### src/rtl/elliott_pkg.sv
// Shared types and layer defaults for the Elliott activation unit.
package elliott_pkg;

    typedef enum logic [1:0] {IDLE, DIV, POST} state_t;

    localparam int DEF_WIDTH = 32;
    localparam int DEF_FRAC  = 16;

    // Fixed-point 1.0 for a given number of fractional bits.
    function automatic logic [64:0] frac_one(input int frac);
        return 65'd1 << frac;
    endfunction

endpackage

### src/rtl/elliott_frac_div.sv
// Serial restoring divider: q = floor(a * 2^FRAC / den), one bit per step, MSB first.
module elliott_frac_div #(
    parameter int WIDTH = 32,
    parameter int FRAC  = 16
) (
    input  logic             clk,
    input  logic             reset,
    input  logic             load,
    input  logic             step,
    input  logic [WIDTH-1:0] a,
    input  logic [WIDTH:0]   den,
    output logic [FRAC-1:0]  q,
    output logic             done
);

    localparam int CW = $clog2(FRAC + 1);

    logic [WIDTH+1:0] r;
    logic [WIDTH+1:0] r2;
    logic [WIDTH:0]   den_q;
    logic [CW-1:0]    cnt;
    logic             qbit;

    // r < den always holds, so 2r fits in WIDTH+2 bits.
    always_comb begin
        r2   = r << 1;
        qbit = (r2 >= {1'b0, den_q});
        done = step && (cnt == CW'(FRAC - 1));
    end

    always_ff @(posedge clk) begin
        if (!reset) begin
            r     <= '0;
            den_q <= '0;
            q     <= '0;
            cnt   <= '0;
        end else if (load) begin
            r     <= {2'b00, a};
            den_q <= den;
            q     <= '0;
            cnt   <= '0;
        end else if (step) begin
            r   <= qbit ? (r2 - {1'b0, den_q}) : r2;
            q   <= FRAC'({q, qbit});
            cnt <= cnt + 1'b1;
        end
    end

endmodule

### src/rtl/elliott_activation_seq.sv
// Sequential Elliott activation x/(1+|x|) or derivative 1/(1+|x|)^2 in Q-format fixed point.
module elliott_activation_seq
    import elliott_pkg::*;
#(
    parameter int WIDTH = DEF_WIDTH,
    parameter int FRAC  = DEF_FRAC
) (
    input  logic             clk,
    input  logic             reset,
    input  logic [WIDTH-1:0] x,
    input  logic             mode,
    input  logic             start,
    output logic [WIDTH-1:0] y,
    output logic             end_signal,
    output logic             busy
);

    localparam logic [WIDTH:0]   ONE_W   = (WIDTH+1)'(frac_one(FRAC));
    localparam logic [FRAC:0]    ONE_F   = (FRAC+1)'(frac_one(FRAC));
    localparam logic [WIDTH-1:0] MAX_POS = {1'b0, {(WIDTH-1){1'b1}}};
    localparam logic [WIDTH-1:0] MIN_NEG = {1'b1, {(WIDTH-1){1'b0}}};

    state_t           state, state_nx;
    logic             neg, mode_q;
    logic             load, step, div_done;
    logic [WIDTH-1:0] a_in;
    logic [WIDTH:0]   den_in;
    logic [FRAC-1:0]  q;
    logic [WIDTH-1:0] q_ext, act, der, res;
    logic [FRAC:0]    m;
    logic [2*FRAC+1:0] mm;

    // |x| with the most negative code saturated to the largest positive one.
    always_comb begin
        a_in = x;
        if (x[WIDTH-1])
            a_in = (x == MIN_NEG) ? MAX_POS : -x;
        den_in = ONE_W + {1'b0, a_in};
    end

    elliott_frac_div #(.WIDTH(WIDTH), .FRAC(FRAC)) u_div (
        .clk   (clk),
        .reset (reset),
        .load  (load),
        .step  (step),
        .a     (a_in),
        .den   (den_in),
        .q     (q),
        .done  (div_done)
    );

    always_comb begin
        state_nx = state;
        load     = 1'b0;
        step     = 1'b0;
        case (state)
            IDLE: if (start) begin
                load     = 1'b1;
                state_nx = DIV;
            end
            DIV: begin
                step = 1'b1;
                if (div_done) state_nx = POST;
            end
            POST:    state_nx = IDLE;
            default: state_nx = IDLE;
        endcase
    end

    // q < ONE, so 1-q is in 1..ONE and its square shifted back never exceeds ONE.
    always_comb begin
        q_ext = {{(WIDTH-FRAC){1'b0}}, q};
        act   = neg ? -q_ext : q_ext;
        m     = ONE_F - {1'b0, q};
        mm    = {{(FRAC+1){1'b0}}, m} * {{(FRAC+1){1'b0}}, m};
        der   = WIDTH'(mm >> FRAC);
        res   = mode_q ? der : act;
    end

    always_ff @(posedge clk) begin
        if (!reset) begin
            state      <= IDLE;
            y          <= '0;
            end_signal <= 1'b0;
            neg        <= 1'b0;
            mode_q     <= 1'b0;
        end else begin
            state      <= state_nx;
            end_signal <= (state == POST);
            if (load) begin
                neg    <= x[WIDTH-1];
                mode_q <= mode;
            end
            if (state == POST) y <= res;
        end
    end

    assign busy = (state != IDLE);

endmodule

### config.mk
export PLATFORM = sky130hd
export DESIGN_NAME = elliott_activation_seq
export DESIGN_NICKNAME = d
export VERILOG_FILES = /design/src/rtl/elliott_pkg.sv /design/src/rtl/elliott_frac_div.sv /design/src/rtl/elliott_activation_seq.sv
export SDC_FILE = /design/constraint.sdc
export NUM_CORES = 1
export LEC_CHECK = 0
export ABC_AREA = 1
export CAP_MARGIN = 20
export CORE_MARGIN = 1
export CORE_UTILIZATION = 50
export CTS_CLUSTER_DIAMETER = 150
export DETAILED_ROUTE_END_ITERATION = 7
export GPL_ROUTABILITY_DRIVEN = 1
export PLACE_DENSITY = 0.77
export SLEW_MARGIN = 10
export SYNTH_ARGS = -nofsm -noshare
export SYNTH_HDL_FRONTEND = slang
export SYNTH_SLANG_ARGS = --single-unit
export TNS_END_PERCENT = 10
### constraint.sdc
create_clock -name clk -period 7.3 [get_ports clk]
set_clock_uncertainty 0.15 [all_clocks]
set_input_delay 0.73 -clock clk [delete_from_list [all_inputs] [get_ports clk]]
set_output_delay 0.73 -clock clk [all_outputs]
set_load 0.05 [all_outputs]
==> metrics.yaml <==
critPathLaunchType: "flop"
final_period_minus_worst_setup_slack_ps: 7050
finalMaxSlewViolations: 0
yosys-mux-area-fraction: 0
total_global_routing_overflow: 0
numCtsBuffers: 17
synth_top_family_by_area: "adder cells"
synth.distinct_cells: 53
clock_transition_at_path_regs_ps: 70
timing_hold_violations_final: 0
maxClockFrequency_ghz: 0.142
fp.coreArea_mm2: 0.0338
synth_xor_xnor_area_share: 0.0259
final.fill_count: 3228
cts_root_buffer: "sky130_fd_sc_hd__clkbuf_16"
slew_headroom: 0.262
final_number_of_setup_violating_endpoints: 0
grt_max_degree: 58
layout_cell_share_with_drive_strength_beyond_1: 0.0831
floorplan.die_area_mm2: 0.0353
starting_density: 0.511
clock_tree_buf_depth: 2
synth.cell_area_mm2: 0.0173
layout.cells.most_common_list: "sky130_fd_sc_hd__nand2_1 (495), sky130_fd_sc_hd__inv_1 (457), sky130_fd_sc_hd__nor2_1 (242)"
grt_first_pass_wirelength_um: 85100
area_delta_synth_final_pct: 12.9
final_core_util: 0.577
initial_antenna_violation_count: 0
final_common_cell: "sky130_fd_sc_hd__nand2_1"
die_width_um: 188
route.detailed.wl_per_inst_um: 17.9
via_count: 16500
floorplan.die.height_um: 188
drt_pass1_iterations: 6
grt_use_total: 0.307
fin_setup_tns_ps: 0
htreeDepth: 4
timing.final.ws_setup_ps: 251
crit_path_end_kind: "flop"
first_iter_violations: 1778
critPathMaxFanout: 6
post_synth_fa_ha_maj_area_fraction: 0.326
synth_compound_area_frac: 0.125
seq_area_frac_synth: 0.144
synth-simple-area-share: 0.257
antenna_cells: 0
setup_repair_after_global_routing_missed_its_margin: "true"
period_share: 0.966
timing.hold.ws_ps: 297
cp_data_arrival_time_ps: 7170
cellLeakagePower_uw: 0.00958
drv.max_cap_violation_count: 0
tightestPinTransition_ps: 1110
floorplan.io_pins: 70
ys_seq_elements: 124
io_buffer_count: 69
post_synth_inst_count: 2440
avgSynthCellArea_um2: 7.07
place_worst_setup_slack_ps: 165
synth_warnings: 0
drc: 0
totalWireLength_um: 53400
crit_type: "flop to flop"
hpwl_um: 43400
vdd.ir_drop.worst_uv: 188
synth-edff-count: 0
rows: 67
critPathMaxStageDelay_ps: 600
worst_hold_path_type: "flop to flop"
nets_finish: 2897
tritoncts: "built"
required_ps: 7430
avgViaCountPerCell: 5.52
gpl.final_weighted_congestion: 1.03
worstSkewPairLatency_ps: 440
power.density_mw_per_mm2: 210
synth_async_sr_flop_share: 0
grt_pass1_vias: 16000
cts_sinks: 124
antenna_violating_nets_post_route: 0
critical_path.slowest_cell: "sky130_fd_sc_hd__fa_1"
run_status: "finished, final reports clean"
synthFlopType: "sky130_fd_sc_hd__dfxtp_1"
cts_hold_repair.buffers: 0
[metrics by stage]
stage / std cells / total power [uW] / area [um2]
floorplan: 2450 / 2520 / 17300
global placement: 2952 / 3070 / 18600
detailed placement: 2952 / 3090 / 18600
CTS: 2984 / 3980 / 19200
global route: 2987 / 4420 / 19500
finish: 2987 / 4100 / 19500
[final cells by class]
cell class              count  area [um2]  area share
clock buffers              18         439      0.0225
well taps                 448         561      0.0288
multi-input cells        1787       12900       0.664
inverters                 473        1790      0.0917
repair buffers            123        1120      0.0575
flip-flops and latches    124        2480       0.127
clock inverters            14         149     0.00764
[cell families (layout without fill, tap and decap cells)]
family | Yosys count | count (layout)
AOI/OAI and AO/OA | 387 | 387
xor gates and xnor gates | 51 | 51
adders and majority gates | 335 | 335
buffers and inverters | 539 | 628
DFF | 124 | 124
other | 2 | 12
and+or+nand+nor | 1002 | 1002
[final timing paths]
check | from | end | slack [ps] | depth (start not counted)
min | u_div.den_q[32] | u_div.den_q[32] | 300 | 2
min reg2reg | u_div.den_q[32] | u_div.den_q[32] | 300 | 2
max | u_div.q[4] | y[0] | 250 | 27
max reg2reg | u_div.q[4] | y[0] | 250 | 27
[state kept, by name, summed over array words and instances (netlist names)]
name	flops
u_div.q	16
u_div.cnt	5
state	2
u_div.den_q	33
end_signal	1
mode_q	1
y	32
u_div.r	33
neg	1
[synth_stat cells, types with 5 or more instances]
cell	number	area [um2]
sky130_fd_sc_hd__a21o_1	12	90.1
sky130_fd_sc_hd__a21oi_1	192	961
sky130_fd_sc_hd__a22oi_1	25	188
sky130_fd_sc_hd__a31oi_1	6	37.5
sky130_fd_sc_hd__buf_2	9	45.0
sky130_fd_sc_hd__clkbuf_1	47	176
sky130_fd_sc_hd__dfxtp_1	124	2480
sky130_fd_sc_hd__fa_1	192	3840
sky130_fd_sc_hd__ha_1	143	1790
sky130_fd_sc_hd__inv_1	462	1730
sky130_fd_sc_hd__inv_2	8	30.0
sky130_fd_sc_hd__nand2_1	497	1870
sky130_fd_sc_hd__nand2_2	12	75.1
sky130_fd_sc_hd__nand3_1	118	591
sky130_fd_sc_hd__nand3_2	5	50.1
sky130_fd_sc_hd__nand3_4	10	175
sky130_fd_sc_hd__nand3b_1	19	143
sky130_fd_sc_hd__nand4_1	15	93.8
sky130_fd_sc_hd__nor2_1	257	965
sky130_fd_sc_hd__nor2_2	9	56.3
sky130_fd_sc_hd__nor2_4	9	101
sky130_fd_sc_hd__nor3_1	25	125
sky130_fd_sc_hd__nor4_1	7	43.8
sky130_fd_sc_hd__o211ai_1	11	82.6
sky130_fd_sc_hd__o21ai_0	104	521
sky130_fd_sc_hd__o21bai_1	10	75.1
sky130_fd_sc_hd__o22ai_1	6	37.5
sky130_fd_sc_hd__or2_2	9	56.3
sky130_fd_sc_hd__xnor2_1	19	166
sky130_fd_sc_hd__xor2_1	32	280
[where the power goes]
part / switching (uW) / internal (uW) / leakage [uW]
Clock: 376 / 491 / 0.000284
Combinational: 1600 / 860 / 0.00828
Sequential: 39.6 / 733 / 0.00101
Total: 2010 / 2080 / 0.00958
[critical path: cells and delay by family (launching register included)]
family                     cells  cell delay (ps)
adders and majority gates      7             3540
xor gates and xnor gates       1              170
AOI/OAI and AO/OA              6             1020
and+or+nand+nor                5              940
buffers and inverters          8              730
DFF                            1              320
[what timing repair did]
action,CTS,global route
gates resized for setup,0,66
setup buffers,0,3
endpoints found under the setup margin,0,17
[layer usage]
metal | routed length [um] | vias up | global-route usage
met1 | 23900 | 7876 | 0.449
met2 | 23800 | 720 | 0.472
li1 | - | 7830 | -
met3 | 4710 | 76 | 0.0464
met4 | 1100 | 0 | 0.0788
met5 | 0 | - | 0
(Power assumes the default switching activity.)
